==> config.mk <==
export PLATFORM = sky130hd
export DESIGN_NAME = sha2_w_mem_flat
export DESIGN_NICKNAME = d
export VERILOG_FILES = /design/src/rtl/sha2_w_mem_if.sv /design/src/rtl/sha2_w_mem.sv /design/src/flat_wrapper.sv
export SDC_FILE = /design/constraint.sdc
export NUM_CORES = 1
export LEC_CHECK = 0
export ABC_AREA = 1
export CORE_ASPECT_RATIO = 0.8
export CORE_MARGIN = 2
export CORE_UTILIZATION = 30
export CTS_CLUSTER_SIZE = 30
export DETAILED_ROUTE_END_ITERATION = 7
export PLACE_DENSITY_LB_ADDON = 0.12
export SYNTH_ARGS = -nofsm -noshare
export SYNTH_HDL_FRONTEND = slang
export SYNTH_SLANG_ARGS = --single-unit
==> constraint.sdc <==
create_clock -name clk -period 21.1 [get_ports clk]
set_input_delay 3.165 -clock clk [delete_from_list [all_inputs] [get_ports clk]]
set_output_delay 3.165 -clock clk [all_outputs]
set_load 0.005 [all_outputs]
==> src/rtl/sha2_w_mem_if.sv <==
`default_nettype none
// ============================================================================
// Module   : sha2_w_mem_if
// Brief    : Block-load / word-stream bundle between a SHA-2 round controller
//            and its message-schedule generator.
// Revision : 1.0 - initial release
// ============================================================================
interface sha2_w_mem_if #(
  parameter int WORD_W = 32
);
  logic [16*WORD_W-1:0] block;
  logic                 init;
  logic                 next;
  logic [WORD_W-1:0]    w;
  logic                 w_valid;
  logic [6:0]           round;
  logic                 done;

  // Round controller side
  modport master (
    output block, init, next,
    input  w, w_valid, round, done
  );

  // Schedule generator side
  modport slave (
    input  block, init, next,
    output w, w_valid, round, done
  );
endinterface
`default_nettype wire

==> src/rtl/sha2_w_mem.sv <==
`default_nettype none
// ============================================================================
// Module   : sha2_w_mem
// Brief    : SHA-256 / SHA-512 message-schedule generator. Loads a 16-word
//            block and streams W[0..ROUNDS-1], one word per 'next' strobe,
//            through a 16-entry sliding window.
// Options  : SHA2_W_MEM_ZEROIZE_EN - clear the window whenever the schedule
//            leaves ACTIVE (last word consumed or reset).
// Revision : 1.0 - initial release
// ============================================================================
module sha2_w_mem #(
  parameter int WORD_W = 32,
  parameter int ROUNDS = 64
) (
  input  logic               clk,
  input  logic               reset,
  sha2_w_mem_if.slave        bus
);

  // Only the two standard SHA-2 word/round pairings are meaningful.
  generate
    if (!((WORD_W == 32 && ROUNDS == 64) || (WORD_W == 64 && ROUNDS == 80))) begin : g_bad_params
      $error("sha2_w_mem: WORD_W/ROUNDS must be 32/64 or 64/80");
    end
  endgenerate

  // Rotate/shift amounts of the small sigma functions for each word size.
  localparam int S0_R1 = (WORD_W == 64) ? 1  : 7;
  localparam int S0_R2 = (WORD_W == 64) ? 8  : 18;
  localparam int S0_SH = (WORD_W == 64) ? 7  : 3;
  localparam int S1_R1 = (WORD_W == 64) ? 19 : 17;
  localparam int S1_R2 = (WORD_W == 64) ? 61 : 19;
  localparam int S1_SH = (WORD_W == 64) ? 6  : 10;

  localparam logic [6:0] C_LAST_ROUND = 7'(ROUNDS - 1);
  localparam logic [6:0] C_WIN_DEPTH  = 7'd16;

  typedef enum logic [0:0] {
    IDLE   = 1'b0,
    ACTIVE = 1'b1
  } state_t;

  state_t            r_state;
  state_t            w_state_nxt;
  logic [6:0]        r_t;
  logic [6:0]        w_t_nxt;
  logic              r_done;
  logic              w_done_nxt;
  logic              w_load;
  logic              w_shift;
  logic              w_last;
  logic              w_active;
  logic [WORD_W-1:0] r_window [16];
  logic [WORD_W-1:0] w_s0;
  logic [WORD_W-1:0] w_s1;
  logic [WORD_W-1:0] w_new;
  logic [WORD_W-1:0] w_word;

  function automatic logic [WORD_W-1:0] rotr(input logic [WORD_W-1:0] x, input int n);
    return (x >> n) | (x << (WORD_W - n));
  endfunction

  // Next expansion word: s1(W[t-2]) + W[t-7] + s0(W[t-15]) + W[t-16], wrapping.
  always_comb begin
    w_s0  = rotr(r_window[1], S0_R1) ^ rotr(r_window[1], S0_R2) ^ (r_window[1] >> S0_SH);
    w_s1  = rotr(r_window[14], S1_R1) ^ rotr(r_window[14], S1_R2) ^ (r_window[14] >> S1_SH);
    w_new = w_s1 + r_window[9] + w_s0 + r_window[0];
  end

  // State register.
  always_ff @(posedge clk) begin
    if (reset) r_state <= IDLE;
    else       r_state <= w_state_nxt;
  end

  // Next-state and control decode; init always takes priority over next.
  always_comb begin
    w_state_nxt = r_state;
    w_t_nxt     = r_t;
    w_done_nxt  = 1'b0;
    w_load      = 1'b0;
    w_shift     = 1'b0;
    w_last      = 1'b0;
    case (r_state)
      IDLE: begin
        if (bus.init) begin
          w_load      = 1'b1;
          w_t_nxt     = '0;
          w_state_nxt = ACTIVE;
        end
      end
      ACTIVE: begin
        if (bus.init) begin
          w_load  = 1'b1;
          w_t_nxt = '0;
        end else if (bus.next) begin
          if (r_t == C_LAST_ROUND) begin
            w_last      = 1'b1;
            w_done_nxt  = 1'b1;
            w_t_nxt     = '0;
            w_state_nxt = IDLE;
          end else begin
            w_t_nxt = r_t + 7'd1;
            w_shift = (r_t >= C_WIN_DEPTH);
          end
        end
      end
      default: w_state_nxt = IDLE;
    endcase
  end

  // Round counter and completion pulse.
  always_ff @(posedge clk) begin
    if (reset) begin
      r_t    <= '0;
      r_done <= 1'b0;
    end else begin
      r_t    <= w_t_nxt;
      r_done <= w_done_nxt;
    end
  end

  // Sliding window: load on init, shift in w_new once past the first 16 words.
  always_ff @(posedge clk) begin
    if (reset) begin
`ifdef SHA2_W_MEM_ZEROIZE_EN
      if (r_state == ACTIVE) begin
        for (int i = 0; i < 16; i++) r_window[i] <= '0;
      end
`endif
    end else if (w_load) begin
      for (int i = 0; i < 16; i++) r_window[i] <= bus.block[(16-i)*WORD_W-1 -: WORD_W];
    end else if (w_last) begin
`ifdef SHA2_W_MEM_ZEROIZE_EN
      for (int i = 0; i < 16; i++) r_window[i] <= '0;
`endif
    end else if (w_shift) begin
      for (int i = 0; i < 15; i++) r_window[i] <= r_window[i+1];
      r_window[15] <= w_new;
    end
  end

  // Output word, forced to zero outside an active schedule.
  always_comb begin
    w_active = (r_state == ACTIVE);
    w_word   = '0;
    if (w_active) begin
      if (r_t < C_WIN_DEPTH) w_word = r_window[r_t[3:0]];
      else                   w_word = w_new;
    end
  end

  assign bus.w       = w_word;
  assign bus.w_valid = w_active;
  assign bus.round   = w_active ? r_t : 7'd0;
  assign bus.done    = r_done;

endmodule
`default_nettype wire

==> src/flat_wrapper.sv <==
// flat-port wrapper written by rule: the top's interface ports become plain ports
module sha2_w_mem_flat 
#(
  parameter int WORD_W = 32,
  parameter int ROUNDS = 64
)
  (clk, reset, bus_block, bus_init, bus_next, bus_w, bus_w_valid, bus_round, bus_done);
  sha2_w_mem_if #(.WORD_W(WORD_W)) bus_i ();
  input  logic clk;
  input  logic reset;
  input wire logic [$bits(bus_i.block)-1:0] bus_block;
  input wire logic [$bits(bus_i.init)-1:0] bus_init;
  input wire logic [$bits(bus_i.next)-1:0] bus_next;
  output wire logic [$bits(bus_i.w)-1:0] bus_w;
  output wire logic [$bits(bus_i.w_valid)-1:0] bus_w_valid;
  output wire logic [$bits(bus_i.round)-1:0] bus_round;
  output wire logic [$bits(bus_i.done)-1:0] bus_done;
  assign bus_i.block = bus_block;
  assign bus_i.init = bus_init;
  assign bus_i.next = bus_next;
  assign bus_w = bus_i.w;
  assign bus_w_valid = bus_i.w_valid;
  assign bus_round = bus_i.round;
  assign bus_done = bus_i.done;
  sha2_w_mem #(.WORD_W(WORD_W), .ROUNDS(ROUNDS)) u_core (.clk(clk), .reset(reset), .bus(bus_i));
endmodule
### Yosys cells after proc, flatten, opt, wreduce, memory -nomap -nowiden

Memory sizes are Yosys's and may differ from the RTL's. A register that Yosys moved wholly into a read port is not among the register bits.
Index checks and enable logic that the tools add are counted.

* bits in registers: 9
* memories kept: 1
* output and inout bits: 41
* bits in writable memories: 512
* word-level logic and storage cells: 86

Memory list
* u_core.r_window: words 16, bits a word 32, read ports 17, clocked after memory_dff 1, write ports 16, RTL line sha2_w_mem.sv:53 `logic [WORD_W-1:0] r_window [16];`

* multiplexer cells: 47
* equality and inequality tests: 3
* $add $sub $neg: 4
* bitwise operators: 25
* $lt $le $gt $ge: 2
* reduce and logical (&&, ||, !) cells: 1

Operator list (count)
* 2-to-1 mux 32 bit: 18
* adder 32 bit: 3
* bitwise XOR 32 bit: 2
* 2-to-1 mux 7 bit: 5
* bitwise OR 13 x 32 -> 32 bit: 1
* bitwise OR 14 x 32 -> 32 bit: 1
* bitwise OR 15 x 32 -> 32 bit: 1
* bitwise OR 25 x 32 -> 32 bit: 1
* bitwise XOR 32 x 22 -> 32 bit: 1
* bitwise XOR 32 x 29 -> 32 bit: 1
* 2-to-1 mux 1 bit: 20
* bitwise OR 1 bit: 16
* one-hot mux 7 bit (2 select lines): 1
* 2-to-1 mux 4 bit: 2
* adder 7 x 1 -> 7 bit (second input constant): 1
* == test 7 x 6 -> 1 bit (second input constant): 1
* greater-or-equal comparator 7 x 5 -> 1 bit (second input constant): 1
* less-than comparator 7 x 5 -> 1 bit (second input constant): 1
* != test 3 bit (second input constant): 1
* != test 2 bit (second input constant): 1
* one-hot mux 1 bit (2 select lines): 1
* AND reduction 2 bit: 1
* inverter 1 bit: 1

### Longest topological paths before layout

* depth after elaboration: 11
* depth in mapped cells: 21

### Worst setup path after synthesis

OpenSTA, ideal clock, no wires.

* kind: input port to flip-flop
* start: input reset
* end: memory u_core.r_window[0][0], enable pin
* path slack: 5246 ps
* arrival: 12213 ps
* stages on the path: 5
* buffers on the path: 2
* path through: clkbuf_1 -> nor2_1 -> inv_2 -> clkbuf_1 -> nand2_1

RTL lines
* start: declaration: RTL line flat_wrapper.sv:10 `input logic reset;`
* end: declaration: RTL line sha2_w_mem.sv:53

==> summary.md <==
| Metric | Value |
|---|---|
| Cts hold-fix bufs | 0 |
| Cells on worst reg2reg path | 8 |
| Post-synthesis sequential area ratio | 0.473 |
| DP Wirelength | 128 mm |
| Antenna viol nets, final | 0 |
| Cells after synthesis | 4128 |
| LEAKAGE | 18.3 nW |
| Mean area per synthesized cell | 8.00 um2 |
| Min-delay worst type | reg2reg |
| Final Hold Fails | 0 |
| Full die area | 0.113 mm2 |
| Tcrit/Tclk final | 0.414 |
| Hold path startpoint | u_core.r_t[6] |
| Clock root buffer | clkbuf_16 |
| NumNets Final | 5136 |
| Postcts setup bufs | 0 |
| Crit path DAT | 5570 ps |
| Clk_lat worst skew | 680 ps |
| CP endpoint kind | primary output |
| Synth top cells by count | 1285 x nand2_1, 637 x inv_1, 512 x edfxtp_1 |
| R2R Path Start | u_core.r_t[4] |
| Worst-path maximum fanout | 6 |
| Skew final | 24.9 ps |
| Most numerous cell in the Yosys netlist | nand2_1 |
| Core area | 0.109 mm2 |
| Area delta synth->final | 25.1% |
| Status | finished, final reports clean |
| Routed length per instance | 27.5 um |
| Die width | 375 um |
| All-layer global routing usage | 0.286 |
| Tightest Pin Transition | 1220 ps |
| Worst r2r dst | u_core.r_window[14][3] |
| Hold Crit Depth | 2 |
| Largest net degree at the start of global routing | 210 |
| Ys flop type | edfxtp_1 |
| Warnings from Yosys | 0 |
| Starting Density | 0.304 |
| F_max | 115 MHz |
| Starting DRT DRC Count | 3704 |
| Setup CP Type | reg2out |
| Tot Pwr | 0.00430 W |
| Reg2reg setup slack | 16020 ps |
| Maxcap violations | 0 |
| Hold endpoint | u_core.r_t[6] |
| Tmin final | 8730 ps |
| Synth top area cells | edfxtp_1 47%, nand2_1 15%, inv_1 7.2%, o21ai_1 4.2%, a21oi_1 4.1% |
| Synth top area share | 0.465 |
| DRC Markers | 0 |
| Global-route wire length before repair | 225 mm |
| Final core utilization | 0.380 |
| Drt pass-1 iters | 6 |
| Power Dens Cells | 104 mW/mm2 |
| Via count | 30000 |
| WL final | 165 mm |
| Ys async rst share | 0 |
| Initial antenna violation count | 14 |
| CP Launch Type | flop |
| Clock sink count | 525 |
| Cell row count | 108 |
| GPL Wtd Cong | 0.973 |
| Cell accounting for the most synthesized area | edfxtp_1 |
| WP data required | 17940 ps |
| Number of buffers created by CTS | 59 |
| Die height | 301 um |
| I/O Pins | 557 |
| Layout cells sized above 1 | 0.0275 |
| Total global routing overflow | 0 |
| Slew Viols, Final | 0 |
| CTS tree | done |
| Vias per cell | 4.99 |
| Reg clk slew, reported paths | 70 ps |
| Syn_nets | 4739 |
| Post-CTS Resized | 0 |
| Netlist cell types | 36 |
| Final-report setup violation count | 0 |
| Synth Register Bits | 525 |
| DP Worst Slack | 13100 ps |
| Vias in the first global route | 29300 |
| Max VDD drop | 67.4 uV |
| Port bufs | 556 |
| Number of flops mapped to enable cells by yosys | 512 |
| Setup ws final | 12370 ps |
| CTS max path bufs | 3 |
| H-tree depth | 2 |
| Hold Slack | 517 ps |
| RSZ-0062 raised after global routing | no |
| Synthesized area | 0.0330 mm2 |
| Slew Limit Headroom | 0.185 |
| Post-Route Setup TNS | 0 ps |
==> metrics by stage <==
| stage | cells | area [um2] |
|---|---|---|
| final | 6008 | 41300 |
| after global routing | 6005 | 41300 |
| after CTS | 6004 | 41300 |
| after detailed placement | 5894 | 39400 |
| after global placement | 5894 | 39400 |
| after floorplan | 4128 | 33000 |
==> worst max-delay path by stage <==
stage | startpoint | endpoint | cells past startpoint
final | u_core.r_window[1][6] | bus_w[10] | 18
after global placement | u_core.r_window[14][20] | bus_w[13] | 18
after CTS | u_core.r_window[14][20] | bus_w[21] | 21
after global routing | u_core.r_window[14][20] | bus_w[21] | 21
after detailed placement | u_core.r_window[14][20] | bus_w[21] | 21
after floorplan | reset | u_core.r_window[0][0] | 5
==> cell type report <==
| class | count | area, um2 |
|---|---|---|
| antenna | 4 | 10.0 |
| clock buffer | 71 | 1540 |
| clock inverter | 39 | 417 |
| fill | 11500 | 67400 |
| inverter | 643 | 2420 |
| multi-input combinational | 2708 | 13700 |
| sequential | 525 | 15600 |
| tap | 1430 | 1790 |
| timing repair buffer | 588 | 5870 |
==> logic make-up (layout without fill, tap and decap cells) <==
| family | Yosys count | in the layout | share of synthesized area |
|---|---|---|---|
| other cells | 0 | 4 | 0 |
| flops | 525 | 525 | 0.473 |
| buf+inv | 895 | 1341 | 0.114 |
| fa+ha+maj | 95 | 95 | 0.0501 |
| compound gates | 843 | 843 | 0.130 |
| xor+xnor | 133 | 133 | 0.0353 |
| simple gates | 1637 | 1637 | 0.197 |
==> metal layers <==
metal  vias to the layer above  routed length [um]  global-route usage
li1                      14100                   -                   -
met1                     14400               72800               0.396
met2                      1255               71000               0.429
met3                       191               15700              0.0792
met4                        10                5720              0.0937
met5                         -                 194             0.00881
==> where the power goes <==
group	internal (W)	total, W	switching [W]
registers	0.00129	0.00136	0.0000786
logic	0.000544	0.00184	0.00130
clock network	0.000617	0.00110	0.000478
==> cells in the final DEF (no fill, tap or decap), types with 62 or more instances in the layout <==
master           netlist  layout
a21oi_1              268     268
clkdlybuf4s50_1        0     556
edfxtp_1             512     512
fa_1                  62      62
inv_1                637     637
nand2_1             1285    1284
nand3_1              240     240
nor2_1                89      88
o21ai_0              263     263
o21ai_1              280     280
xnor2_1               62      62
xor2_1                71      71
==> state kept, by name (all words and copies together), names as in the netlist, named ones only <==
name	flops
u_core.r_window	512
u_core.r_t	7
u_core.bus.done	1
u_core.bus.w_valid	1
==> critical path, stage by stage (launching register included) <==
cell,delay [ps]
edfxtp_1,590
xnor2_1,350
xor2_1,270
inv_1,130
fa_1,510
inv_1,50
fa_1,480
inv_1,40
ha_1,370
nand2_1,90
nor2_1,170
nand2_1,70
nand3_1,180
nand2_1,80
nand2_1,100
xor2_1,450
o21ai_0,140
nor2_1,240
clkdlybuf4s50_1,570
(Power assumes the default switching activity.)
